==> config.mk <==
export PLATFORM = sky130hd
export DESIGN_NAME = ysyx_23060075_ifu_prefetch
export DESIGN_NICKNAME = d
export VERILOG_FILES = /design/src/rtl/ysyx_23060075_ifu_prefetch_pkg.sv /design/src/rtl/ysyx_23060075_ifu_slot_queue.sv /design/src/rtl/ysyx_23060075_ifu_prefetch.sv
export SDC_FILE = /design/constraint.sdc
export NUM_CORES = 1
export LEC_CHECK = 0
export ABC_AREA = 1
export CORE_MARGIN = 2
export CORE_UTILIZATION = 35
export CTS_CLUSTER_DIAMETER = 30
export DETAILED_ROUTE_END_ITERATION = 16
export PLACE_DENSITY = 0.58
export SETUP_SLACK_MARGIN = 0.1
export SYNTH_ARGS = -nofsm -noshare
export SYNTH_HDL_FRONTEND = slang
export SYNTH_SLANG_ARGS = --single-unit
==> constraint.sdc <==
create_clock -name clk -period 7.9 [get_ports clk]
set_input_delay 1.975 -clock clk [delete_from_list [all_inputs] [get_ports clk]]
set_output_delay 1.975 -clock clk [all_outputs]
set_load 0.1 [all_outputs]
==> src/rtl/ysyx_23060075_ifu_prefetch_pkg.sv <==
// Shared ISA constants and sizing helpers for the fetch unit.
// Latency: n/a (definitions only).
// Backpressure: n/a.
package ysyx_23060075_ifu_prefetch_pkg;

  localparam int          ISA_WIDTH        = 32;
  localparam logic [31:0] DEFAULT_RESET_PC = 32'h8000_0000;
  localparam int          INST_BYTES       = 4;

  // Drop counter must cover DEPTH in-flight responses, hence one bit above the pointer width.
  function automatic int drop_cnt_width(input int depth);
    return $clog2(depth) + 1;
  endfunction

endpackage

==> src/rtl/ysyx_23060075_ifu_slot_queue.sv <==
// In-order slot queue: PCs allocated at issue, filled by responses, released to decode.
// Latency: a fill becomes visible on the head outputs the edge after it is written.
// Backpressure: none internally; the caller keeps alloc within DEPTH free slots.
module ysyx_23060075_ifu_slot_queue
  import ysyx_23060075_ifu_prefetch_pkg::*;
#(
  parameter int DEPTH = 4,
  parameter int XLEN  = ISA_WIDTH
) (
  input  logic                     clk,
  input  logic                     rst_n,
  input  logic                     flush,
  input  logic                     alloc,
  input  logic [XLEN-1:0]          alloc_pc,
  input  logic                     fill,
  input  logic [XLEN-1:0]          fill_inst,
  input  logic                     fill_err,
  input  logic                     retire,
  output logic                     head_filled,
  output logic [XLEN-1:0]          head_pc,
  output logic [XLEN-1:0]          head_inst,
  output logic                     head_err,
  output logic [$clog2(DEPTH):0]   alloc_cnt,
  output logic [$clog2(DEPTH):0]   pend_cnt
);

  localparam int PW = $clog2(DEPTH);
  localparam int CW = PW + 1;

  typedef struct packed {
    logic            filled;
    logic            err;
    logic [XLEN-1:0] pc;
    logic [XLEN-1:0] inst;
  } slot_t;

  slot_t         slots [DEPTH];
  logic [PW-1:0] head;
  logic [PW-1:0] tail;
  logic [PW-1:0] fptr;

  always_ff @(posedge clk or negedge rst_n) begin
    if (!rst_n) begin
      for (int i = 0; i < DEPTH; i++) slots[i] <= '0;
      head      <= '0;
      tail      <= '0;
      fptr      <= '0;
      alloc_cnt <= '0;
      pend_cnt  <= '0;
    end else if (flush) begin
      for (int i = 0; i < DEPTH; i++) slots[i] <= '0;
      head      <= '0;
      tail      <= '0;
      fptr      <= '0;
      alloc_cnt <= '0;
      pend_cnt  <= '0;
    end else begin
      if (retire) begin
        slots[head].filled <= 1'b0;
        head               <= head + PW'(1);
      end
      if (alloc) begin
        slots[tail] <= '{filled: 1'b0, err: 1'b0, pc: alloc_pc, inst: '0};
        tail        <= tail + PW'(1);
      end
      // Responses return in request order, so fill simply trails tail.
      if (fill) begin
        slots[fptr].filled <= 1'b1;
        slots[fptr].inst   <= fill_inst;
        slots[fptr].err    <= fill_err;
        fptr               <= fptr + PW'(1);
      end
      alloc_cnt <= alloc_cnt + CW'(alloc) - CW'(retire);
      pend_cnt  <= pend_cnt + CW'(alloc) - CW'(fill);
    end
  end

  assign head_filled = slots[head].filled;
  assign head_pc     = slots[head].pc;
  assign head_inst   = slots[head].inst;
  assign head_err    = slots[head].err;

endmodule

==> src/rtl/ysyx_23060075_ifu_prefetch.sv <==
// Prefetching IFU: issues sequential fetches ahead of decode and queues results in order.
// Latency: request registered one edge after credit frees; response reaches out_* one edge after acceptance.
// Backpressure: out_ready stalls the queue; issue stops when live slots plus dropped responses reach DEPTH.
module ysyx_23060075_ifu_prefetch
  import ysyx_23060075_ifu_prefetch_pkg::*;
#(
  parameter int              XLEN     = ISA_WIDTH,
  parameter int              DEPTH    = 4,
  parameter logic [XLEN-1:0] RESET_PC = XLEN'(DEFAULT_RESET_PC)
) (
  input  logic            clk,
  input  logic            rst_n,
  input  logic            redirect_valid,
  input  logic [XLEN-1:0] redirect_pc,
  output logic            mem_req_valid,
  input  logic            mem_req_ready,
  output logic [XLEN-1:0] mem_req_addr,
  input  logic            mem_resp_valid,
  input  logic [XLEN-1:0] mem_resp_data,
  input  logic            mem_resp_err,
  output logic            out_valid,
  input  logic            out_ready,
  output logic [XLEN-1:0] out_pc,
  output logic [XLEN-1:0] out_inst,
  output logic            out_err
);

  localparam int          CW        = drop_cnt_width(DEPTH);
  localparam logic [CW:0] DEPTH_LIM = (CW + 1)'(DEPTH);

  logic [XLEN-1:0] fetch_pc;
  logic [XLEN-1:0] fetch_pc_nxt;
  logic [XLEN-1:0] addr_nxt;
  logic            req_vld_nxt;
  logic            stale_req;
  logic            stale_nxt;
  logic [CW-1:0]   drop_cnt;
  logic [CW-1:0]   drop_nxt;
  logic [CW-1:0]   alloc_cnt;
  logic [CW-1:0]   pend_cnt;
  logic [CW-1:0]   cnt_nxt;
  logic [CW:0]     credit;
  logic            req_fire;
  logic            resp_drop;
  logic            resp_live;
  logic            out_fire;
  logic            alloc;

  always_comb begin
    req_fire  = mem_req_valid && mem_req_ready;
    resp_drop = mem_resp_valid && (drop_cnt != '0);
    resp_live = mem_resp_valid && (drop_cnt == '0);
    out_fire  = out_valid && out_ready;
    // A request accepted on a redirect edge, or one held across an earlier redirect, is stale.
    alloc     = req_fire && !stale_req && !redirect_valid;

    drop_nxt = drop_cnt - CW'(resp_drop) + CW'(req_fire && (stale_req || redirect_valid));
    if (redirect_valid) begin
      drop_nxt = drop_nxt + pend_cnt - CW'(resp_live);
    end

    cnt_nxt   = redirect_valid ? '0 : alloc_cnt + CW'(alloc) - CW'(out_fire);
    stale_nxt = redirect_valid ? (mem_req_valid && !mem_req_ready) : (stale_req && !req_fire);

    fetch_pc_nxt = fetch_pc;
    if (redirect_valid) begin
      fetch_pc_nxt = redirect_pc & ~XLEN'(INST_BYTES - 1);
    end else if (alloc) begin
      fetch_pc_nxt = fetch_pc + XLEN'(INST_BYTES);
    end

    credit      = {1'b0, cnt_nxt} + {1'b0, drop_nxt};
    req_vld_nxt = mem_req_valid;
    addr_nxt    = mem_req_addr;
    if (!(mem_req_valid && !mem_req_ready)) begin
      req_vld_nxt = !redirect_valid && (credit < DEPTH_LIM);
      addr_nxt    = fetch_pc_nxt;
    end
  end

  always_ff @(posedge clk or negedge rst_n) begin
    if (!rst_n) begin
      mem_req_valid <= 1'b0;
      mem_req_addr  <= RESET_PC;
      fetch_pc      <= RESET_PC;
      drop_cnt      <= '0;
      stale_req     <= 1'b0;
    end else begin
      mem_req_valid <= req_vld_nxt;
      mem_req_addr  <= addr_nxt;
      fetch_pc      <= fetch_pc_nxt;
      drop_cnt      <= drop_nxt;
      stale_req     <= stale_nxt;
      if (mem_resp_valid) begin
        assert (drop_cnt != '0 || pend_cnt != '0);
      end
    end
  end

  ysyx_23060075_ifu_slot_queue #(
    .DEPTH (DEPTH),
    .XLEN  (XLEN)
  ) u_slot_queue (
    .clk         (clk),
    .rst_n       (rst_n),
    .flush       (redirect_valid),
    .alloc       (alloc),
    .alloc_pc    (mem_req_addr),
    .fill        (resp_live),
    .fill_inst   (mem_resp_data),
    .fill_err    (mem_resp_err),
    .retire      (out_fire),
    .head_filled (out_valid),
    .head_pc     (out_pc),
    .head_inst   (out_inst),
    .head_err    (out_err),
    .alloc_cnt   (alloc_cnt),
    .pend_cnt    (pend_cnt)
  );

endmodule

==> summary.md, run 1 <==
| Metric | Value |
|---|---|
| Run status | `complete, no violations` |
| FF-to-FF path depth | `17` |
| Post-synth EDFFs | `0` |
| Vias in the first global route | `15300` |
| Reg clk slew, reported paths | `0.04 ns` |
| Worst Setup Start Kind | `flip-flop` |
| Initial DRC count | `1325` |
| Core area | `around 0.048 sq mm` |
| DRT Wirelength | `52.7 mm` |
| Yosys reg bits | `345` |
| Hold WS | `0.485 ns` |
| # fillers | `4507` |
| Post-CTS Setup Bufs | `0` |
| Clk sink count | `345` |
| Highest Signal Layer | `met4` |
| RSZ-0062 raised after global routing | `false` |
| Hold path cells | `2` |
| Cell variety after synth | `41` |
| HP Class | `flip-flop to flip-flop` |
| Comb pwr share | `31.8%` |
| IO Count | `170` |
| Critical Path, Cell by Cell | `clkinv_2 > buf_4 > o21ai_0 > o22ai_1 > clkdlybuf4s50_1` |
| Fin. max-slew vios | `0` |
| Total CTS buffers | `90` |
| Clk_lat worst skew | `0.61 ns` |
| DRC | `0` |
| Layout cell share with drive strength beyond 1 | `10.2%` |
| Critical Path AT | `4.38 ns` |
| Placed Area | `approximately 0.019 sq mm` |
| Mapped Area | `0.0168 sq mm` |
| Global Route Usage Sum | `a little over a fifth` |
| Max-slew headroom | `16.9%` |
| Final cell count without fillers | `2840` |
| Switch Pwr | `3.32 mW` |
| DP HPWL | `28.7 mm` |
| Lkg Pwr | `~9.7 nW` |
| Root Driver | `clkbuf_16` |
| CTS tree | `built` |
| Final hold violations | `0` |
| FP Rows | `80` |
| MaxCap Viol Count | `0` |
| Crit end category | `primary output` |
| Die width | `223 microns` |
| # resized after CTS | `0` |
| Yosys Warn Count | `0` |
| WL met2 | `24.9 mm` |
| Worst path top cell family by delay | `buffers and inverters` |
| Worst reg-to-reg setup slack | `~3.4 ns` |
| Worst Clk Skew | `0.0220 ns` |
| Final number of setup-violating endpoints | `0` |
| Worst r2r dst | `mem_req_valid` |
| Sum of negative setup slack | `0 ns` |
| Cells after Synth | `2034` |
| Asr flop ratio synth | `100%` |
| Clk buf depth | `3` |
| Sequential area share after synthesis | `51.3%` |
| GRT overflow | `0` |
| Post-synthesis net count | `2132` |
| Nets | `2247` |
| Critical path's slowest cell | `dfrtp_4` |
| DRT antenna net count | `0` |
| Switch share | `between 30% and 40%` |
| Syn avg cell area | `8.27 sq um` |
| Top achievable clock speed | `0.157 GHz` |
| Worst-case vdd ir drop | `0.000302 V` |
| Post-synth top flop | `dfrtp_1` |
| Hold buffer count at cts | `0` |
| Reg power frac | `25.0%` |
| WL met1 | `23.0 mm` |
| Crit path largest cell delay | `around 1.1 ns` |
| Tot Pwr | `8.45 mW` |
| R2r startpoint | `u_slot_queue.head[1]` |
| DRT Pass-1 Iters | `5` |
| Antenna cells | `0` |
| First-pass GRT wire length | `84.1 mm` |
| Initial antenna violation count | `0` |
| Final GP Congestion | `0.845` |
| Final min period | `6.36 ns` |
| WL met3 | `3.47 mm` |
| Syn-to-layout area delta | `29.6%` |
| Initial Util | `35.4%` |
| H-Tree Depth | `3` |
| Port-buffer cells | `around 170` |
| Post-Place Cells | `2672` |
| Die area | `around 0.05 sq mm` |
| CP Max Fanout | `69` |
| Die Span Y | `223 microns` |
| Hold Crit Start | `fetch_pc[0]` |
| Largest net degree at the start of global routing | `136` |
| Crit path buffers/inverters | `3` |
| Clk pwr share | `43.2%` |
| Critical Path RT | `5.93 ns` |
| Tcrit/Tclk final | `between 80% and 90%` |
| Fin area | `approximately 0.022 sq mm` |
| Worst-Margin Slew | `1.25 ns` |
| Via count | `approximately 15000` |
| Cell Pwr Density | `388 mW/mm^2` |
| Kind of critical path | `flip-flop to primary output` |
| Int Power | `5.13 mW` |
| Worst-case hold path end point | `fetch_pc[0]` |
| Via density | `approximately 5.4` |
| WL/cell | `around 19 microns` |
-- layer usage --
metal  up-vias  GRT usage [%]
li1       7154              -
met1      7436           28.1
met2       515           34.7
met3        97           4.41
met4         0           8.29
met5         -              0
-- cell usage after synthesis, drive strengths merged (6+ instances only) --
cell / number / share of area, %
o22ai: 65 / 2.4
nand2: 350 / 7.9
ha: 23 / 1.7
inv: 93 / 2.1
a21boi: 9 / 0.40
nand3: 193 / 5.8
xor2: 7 / 0.36
clkbuf: 98 / 2.2
nand3b: 7 / 0.31
nor2: 188 / 4.6
and2: 6 / 0.22
buf: 61 / 2.3
a21oi: 140 / 4.2
dfrtp: 343 / 51
o21ai: 413 / 12
or2: 17 / 0.63
-- state kept, by name, summed over array words and instances (netlist names) --
signal,flops
mem_req_valid,1
stale_req,1
fetch_pc,32
u_slot_queue.head,2
u_slot_queue.tail,2
drop_cnt,3
mem_req_addr,32
u_slot_queue.slots,264
u_slot_queue.alloc_cnt,3
u_slot_queue.fptr,2
u_slot_queue.pend_cnt,3
-- metrics by stage --
stage / worst slack [ns] / utilization, %
CTS: 1.49 / 45.8
detailed placement: 1.90 / 39.3
global route: 1.38 / 45.8
finish: 1.54 / 45.8
floorplan: 2.72 / -
global placement: 1.92 / 39.3
-- layout make-up --
class | count | area [sq um] | share of cell area [%]
multi-input cells | 1437 | 7120 | 32.7
clock buffers | 131 | 2660 | 12.2
repair buffers | 182 | 1800 | 8.24
well taps | 615 | 769 | 3.53
clock inverters | 37 | 440 | 2.02
flip-flops and latches | 345 | 8640 | 39.7
inverters | 93 | 360 | 1.65
-- kinds of logic after synthesis --
group / count (synthesis) / share of synthesized area [%]
AOI/OAI and AO/OA: 633 / 19.6
xor gates and xnor gates: 11 / 0.573
adders and majority gates: 27 / 2.19
buffers and inverters: 252 / 6.61
DFF: 345 / 51.3
and+or+nand+nor: 766 / 19.7
-- worst max path at each step --
stage                                     from            end  cells after the start
after floorplan                  mem_req_ready  mem_req_valid                     17
after global placement           mem_req_ready  mem_req_valid                     18
after detailed placement         mem_req_ready  mem_req_valid                     18
after CTS                 u_slot_queue.head[1]     out_pc[18]                      5
after global routing      u_slot_queue.head[1]      out_pc[3]                      5
final                     u_slot_queue.head[1]     out_pc[31]                      5
-- worst register-to-register path: stages (launching register included) --
cell and delay (ns):
dfrtp_4 1.05, clkinv_2 0.84, nand3_1 0.29, nand2_1 0.09
inv_2 0.06, nand2_1 0.11, inv_2 0.15, ha_1 0.25
inv_1 0.05, ha_1 0.13, inv_1 0.05, fa_1 0.40
xor2_1 0.17, nor2_1 0.16, ha_1 0.26, nor4_1 0.26
nand2_1 0.10, nand2_1 0.07
-- power groups by stage --
stage,registers (mW),logic [mW],clock network (mW)
global route,2.13,2.86,3.81
CTS,2.11,2.70,3.71
finish,2.11,2.69,3.65
global placement,2.13,2.67,0
floorplan,2.40,1.68,0
detailed placement,2.13,2.69,0
-- cells in the final DEF (no fill, tap or decap), drive strengths merged, types with 8 or more instances in the layout --
cell             n
a21oi          140
inv             94
o22ai           65
a21boi           9
buf             17
nand2          350
dfrtp          343
bufinv           8
nor2           188
or2             17
clkinv          24
clkbuf         131
o21ai          413
nand3          193
ha              23
clkdlybuf4s50  165
(Power assumes the default switching activity.)
==> inputs of run 2 (changes only) <==
==> constraint.sdc (replaced) <==
create_clock -name clk -period 6.65 [get_ports clk]
set_input_delay 1.6625 -clock clk [delete_from_list [all_inputs] [get_ports clk]]
set_output_delay 1.6625 -clock clk [all_outputs]
set_load 0.1 [all_outputs]
==> summary.md, run 2 (same netlist as run 1, synthesis figures left out) <==
| Metric | Value |
|---|---|
| Run status | `complete, no violations` |
| Clk_lat worst skew | `0.63 ns` |
| Critical Path, Cell by Cell | `buf_4 > o21ai_0 > o22ai_1 > clkdlybuf4s50_1` |
| Worst-case vdd ir drop | `0.000304 V` |
| HP Class | `flip-flop to flip-flop` |
| Worst reg-to-reg setup slack | `~2.4 ns` |
| Global Route Usage Sum | `21.5%` |
| Worst Clk Skew | `approximately 0.029 ns` |
| H-Tree Depth | `3` |
| Max-slew headroom | `between 20% and 30%` |
| FF-to-FF path depth | `18` |
| Largest register by flop count | `u_slot_queue.slots` |
| DRC | `0` |
| R2r startpoint | `u_slot_queue.head[0]` |
| Top achievable clock speed | `0.170 GHz` |
| Hold Crit Start | `fetch_pc[1]` |
| Die Span Y | `223 microns` |
| Worst setup margin | `0.771 ns` |
| WL/cell | `18.8 microns` |
| Vias in the first global route | `15100` |
| Cell Pwr Density | `481 mW/mm^2` |
| Critical Path RT | `4.99 ns` |
| DRT Pass-1 Iters | `5` |
| Hold buffer count at cts | `0` |
| Fin. max-slew vios | `0` |
| Initial DRC count | `~1300` |
| Worst-Margin Slew | `approximately 1.2 ns` |
| Final GP Congestion | `0.835` |
| Lkg Pwr | `9.92 nW` |
| Die area | `0.0498 sq mm` |
| # resized after CTS | `0` |
| Nets | `2249` |
| Crit path buffers/inverters | `2` |
| Die width | `between 200 and 250 microns` |
| Final number of setup-violating endpoints | `0` |
| Worst path top cell family by delay | `buffers and inverters` |
| Initial Util | `a little over a third` |
| Tcrit/Tclk final | `between 80% and 90%` |
| GRT overflow | `0` |
| Port-buffer cells | `167` |
| FP Rows | `80` |
| Crit path largest cell delay | `1.23 ns` |
| Post-route core utilization | `46.8%` |
| First-pass GRT wire length | `84.4 mm` |
| Via count | `15200` |
| Clk sink count | `between 300 and 400` |
| Largest register FFs | `264` |
| Post-CTS Setup Bufs | `0` |
| Final min period | `5.88 ns` |
| Largest net degree at the start of global routing | `266` |
| Initial antenna violation count | `3` |
| Root Driver | `clkbuf_16` |
| MaxCap Viol Count | `0` |
| Sum of negative setup slack | `0 ns` |
| RSZ-0062 raised after global routing | `false` |
| # fillers | `~4500` |
| Worst-case hold path end point | `fetch_pc[1]` |
| Critical Path AT | `4.22 ns` |
| Post-Place Cells | `2672` |
| Syn-to-layout area delta | `32.3%` |
| Via density | `5.35` |
| Hold WS | `just under 0.5 ns` |
| Final cell count without fillers | `2846` |
| DP HPWL | `28.7 mm` |
| CTS tree | `built` |
| Most frequent cells in the layout | `410 x o21ai_0, 341 x dfrtp_1, 335 x nand2_1, 191 x nand3_1, 174 x nor2_1` |
| DRT antenna net count | `0` |
| IO Count | `170` |
| Hold path cells | `2` |
| Commonest non-fill, non-tap cell in the layout | `o21ai_0` |
| Pre-CTS setup slack | `0.973 ns` |
| Total CTS buffers | `92` |
| Worst r2r dst | `mem_req_valid` |
| Worst Setup Start Kind | `flip-flop` |
| Critical path's slowest cell | `clkdlybuf4s50_1` |
| Final hold violations | `0` |
| Kind of critical path | `flip-flop to primary output` |
| Clk buf depth | `3` |
| Largest regs | `u_slot_queue.slots: 264 flops, fetch_pc: 32 flops, mem_req_addr: 32 flops` |
| DRT Wirelength | `53.4 mm` |
| Crit end category | `primary output` |
| Reg clk slew, reported paths | `0.04 ns` |
| Core area | `0.0475 sq mm` |
| CP Max Fanout | `86` |
| Layout cell share with drive strength beyond 1 | `10.9%` |
-- run 2: cell type report --
type                    count  area, sq um  area share (%)
multi-input cells        1437         7120            32.0
clock buffers             113         2520            11.3
flip-flops and latches    345         8640            38.8
inverters                  93          360            1.62
clock inverters            59         1020            4.56
well taps                 615          769            3.46
repair buffers            182         1820            8.18
diodes                      2         5.00          0.0225
-- run 2: layer usage --
metal / GRT usage [%] / share of wire (%) / vias to the layer above
met4: 9.01 / 2.9 / 0
met5: 0 / 0 / -
met3: 4.07 / 5.7 / 97
li1: - / - / 7170
met1: 28.7 / 44 / 7426
met2: 34.4 / 47 / 519
-- run 2: worst min-delay path, cell delays in order (launching register included) --
cell     delay (ns)
dfrtp_1        0.35
inv_1          0.05
nor2_1         0.04
-- run 2: stage by stage --
step	power, mW	instance area, sq um
2_1_floorplan	4.84	16800
3_3_place_gp	5.71	18700
3_5_place_dp	5.74	18700
4_1_cts	10.8	22300
5_1_grt	11.1	22300
6_report	10.7	22300
-- run 2: how the worst max path moves through the flow --
stage,slack [ns],depth (start not counted),endpoint,from
final,0.77,4,out_pc[27],u_slot_queue.head[0]
after global routing,0.66,4,out_pc[26],u_slot_queue.head[0]
after floorplan,1.78,17,mem_req_valid,mem_req_ready
after CTS,0.79,4,out_pc[26],u_slot_queue.head[0]
after global placement,1.00,18,mem_req_valid,mem_req_ready
after detailed placement,0.97,18,mem_req_valid,mem_req_ready
-- run 2: power by group --
part	switching (mW)	internal [mW]
Combinational	2.48	0.744
Clock	1.41	3.59
Sequential	0.185	2.30
Total	4.07	6.63
==> inputs of run 3 (changes only) <==
--- a/config.mk
+++ b/config.mk
@@ -7,11 +7,13 @@
 export LEC_CHECK = 0
 export ABC_AREA = 1
 export CORE_MARGIN = 2
-export CORE_UTILIZATION = 35
+export CORE_UTILIZATION = 57
 export CTS_CLUSTER_DIAMETER = 30
 export DETAILED_ROUTE_END_ITERATION = 16
-export PLACE_DENSITY = 0.58
+export PLACE_DENSITY = 0.85
+export REMOVE_ABC_BUFFERS = 1
 export SETUP_SLACK_MARGIN = 0.1
+export SLEW_MARGIN = 20
 export SYNTH_ARGS = -nofsm -noshare
 export SYNTH_HDL_FRONTEND = slang
 export SYNTH_SLANG_ARGS = --single-unit
==> summary.md, run 3 (same netlist as run 1, synthesis figures left out) <==
| Metric | Value |
|---|---|
| Via count | `15700` |
| Comb pwr share | `36.3%` |
| Largest regs | `u_slot_queue.slots: 264 flops, fetch_pc: 32 flops, mem_req_addr: 32 flops` |
| Area of the multi-input gates | `0.00711 sq mm` |
| Critical Path AT | `3.97 ns` |
| Via density | `just over 6` |
| DRT antenna net count | `0` |
| Most frequent cells in the layout | `410 x o21ai_0, 341 x dfrtp_1, 335 x nand2_1, 191 x nand3_1, 173 x nor2_1` |
| Worst-Margin Slew | `1.09 ns` |
| Hold buffer count at cts | `0` |
| Largest net degree at the start of global routing | `120` |
| Initial antenna violation count | `0` |
| CP Max Fanout | `96` |
| Initial DRC count | `1837` |
| Worst-case vdd ir drop | `0.000299 V` |
| Commonest non-fill, non-tap cell in the layout | `o21ai_0` |
| Run status | `complete, no violations` |
| Crit path to | `out_inst[4]` |
| Layout cell share with drive strength beyond 1 | `8.58%` |
| Final cell count without fillers | `2552` |
| DRT Pass-1 Iters | `6` |
| Clk sink count | `345` |
| CTS tree | `built` |
| Cell Pwr Density | `roughly 430 mW/mm^2` |
| R2r startpoint | `u_slot_queue.head[0]` |
| Global Route Usage Sum | `32.5%` |
| Worst path top cell family by delay | `buffers and inverters` |
| Crit path buffers/inverters | `2` |
| Final min period | `~5.6 ns` |
| Largest register FFs | `between 200 and 300` |
| Max-slew headroom | `27.3%` |
| Die area | `~0.03 sq mm` |
| Port-buffer cells | `167` |
| RSZ-0062 raised after global routing | `false` |
| Die Span Y | `176 microns` |
| GRT overflow | `0` |
| Nets | `2219` |
| Clk_lat worst skew | `0.57 ns` |
| Final GP Congestion | `0.898` |
| IO Count | `170` |
| Root Driver | `clkbuf_16` |
| Critical Path, Cell by Cell | `buf_4 > o21ai_0 > o22ai_1 > clkdlybuf4s50_1` |
| # resized after CTS | `0` |
| FF-to-FF path depth | `18` |
| Crit end category | `primary output` |
| Critical path's slowest cell | `clkdlybuf4s50_1` |
| Switch share | `~42%` |
| Worst Setup Start Kind | `flip-flop` |
| DRC | `0` |
| Core area | `about 0.029 sq mm` |
| Hold WS | `0.493 ns` |
| H-Tree Depth | `2` |
| Critical Path RT | `4.99 ns` |
| Die width | `176 microns` |
| Post-CTS Setup Bufs | `0` |
| Final number of setup-violating endpoints | `0` |
| Worst Setup SP | `u_slot_queue.head[0]` |
| Worst reg-to-reg setup slack | `2.28 ns` |
| DP HPWL | `27.0 mm` |
| HP Class | `flip-flop to flip-flop` |
| Top achievable clock speed | `0.178 GHz` |
| Fin. max-slew vios | `0` |
| # fillers | `2099` |
| DRT Wirelength | `50.2 mm` |
| Int Power | `5.14 mW` |
| Sum of negative setup slack | `0 ns` |
| Worst Clk Skew | `between 0.01 and 0.015 ns` |
| WL/cell | `19.7 microns` |
| Post-route core utilization | `between 70 and 80%` |
| Clk buf depth | `3` |
| Tot Pwr | `8.90 mW` |
| First-pass GRT wire length | `80.4 mm` |
| Crit path largest cell delay | `1.23 ns` |
| Post-Place Cells | `2446` |
| Tcrit/Tclk final | `84.7%` |
| FP Rows | `slightly above 60` |
| MaxCap Viol Count | `0` |
| Reg power frac | `around 28%` |
| Kind of critical path | `flip-flop to primary output` |
| Lkg Pwr | `9.18 nW` |
| Syn-to-layout area delta | `22.3%` |
| Worst r2r dst | `mem_req_valid` |
| Largest register by flop count | `u_slot_queue.slots` |
| Antenna cells | `0` |
| Vias in the first global route | `15900` |
| Total CTS buffers | `between 50 and 60` |
| Reg clk slew, reported paths | `0.06 ns` |
| Reg area | `between 0.008 and 0.009 sq mm` |
| Switch Pwr | `3.76 mW` |
| Levels on crit path | `4` |
| Clk pwr share | `35.9%` |
| Final hold violations | `0` |
| Initial Util | `58.3%` |
-- run 3: cell count changes in the layout (fill, tap and decap cells not counted), moves of 4 or more --
cell and change:
buf_4 +5, bufinv_16 -11, clkbuf_1 -4, clkbuf_16 -35
clkbuf_8 -11, clkinv_2 -19, clkinv_4 +7, inv_6 +8
nand2_2 +4, nand2_4 -4
-- run 3: worst register-to-register path: stages (launching register included) --
cell and delay, ns:
dfrtp_4 0.72, buf_4 0.85, nand2_1 0.13, nand3_1 0.14, nand2_1 0.11, inv_2 0.06
nand2_1 0.12, inv_2 0.15, ha_1 0.24, inv_1 0.07, ha_1 0.16, inv_1 0.06
fa_1 0.40, xor2_1 0.17, nor2_1 0.17, ha_1 0.27, nor4_1 0.31, nand2_1 0.10
nand2_1 0.07
-- run 3: stage by stage --
| step | worst slack [ns] | cell area [sq um] |
|---|---|---|
| 5_1_grt | 0.905 | 20600 |
| 4_1_cts | 1.07 | 20500 |
| 6_report | 1.02 | 20600 |
| 2_1_floorplan | 0.511 | 16100 |
| 3_5_place_dp | 0.985 | 18400 |
| 3_3_place_gp | 1.02 | 18400 |
-- run 3: layout make-up --
class                   instances  share of cell area (%)
well taps                     384                    2.34
clock buffers                  63                    7.19
repair buffers                188                    9.17
multi-input cells            1437                    34.6
inverters                      93                    1.75
flip-flops and latches        345                    42.0
clock inverters                42                    2.98
-- run 3: how the worst min path moves through the flow --
stage	depth (start not counted)	from	end
finish	2	fetch_pc[1]	fetch_pc[1]
global route	2	fetch_pc[1]	fetch_pc[1]
CTS	2	fetch_pc[1]	fetch_pc[1]
detailed placement	2	fetch_pc[1]	fetch_pc[1]
global placement	2	fetch_pc[1]	fetch_pc[1]
floorplan	2	fetch_pc[0]	fetch_pc[0]
-- run 3: metal layers --
metal / vias up / global-route usage, % / wire (microns)
li1: 7072 / - / -
met1: 7573 / 41.5 / 18700
met2: 918 / 53.1 / 24300
met3: 183 / 5.67 / 4760
met4: 0 / 17.6 / 2390
met5: - / 0 / 0
-- run 3: power groups by stage --
stage / clock (mW) / sequential, mW / combinational (mW)
final: 3.19 / 2.47 / 3.23
after global placement: 0 / 2.49 / 3.13
after global routing: 3.31 / 2.49 / 3.41
after floorplan: 0 / 2.88 / 1.91
after CTS: 3.21 / 2.47 / 3.22
after detailed placement: 0 / 2.49 / 3.16
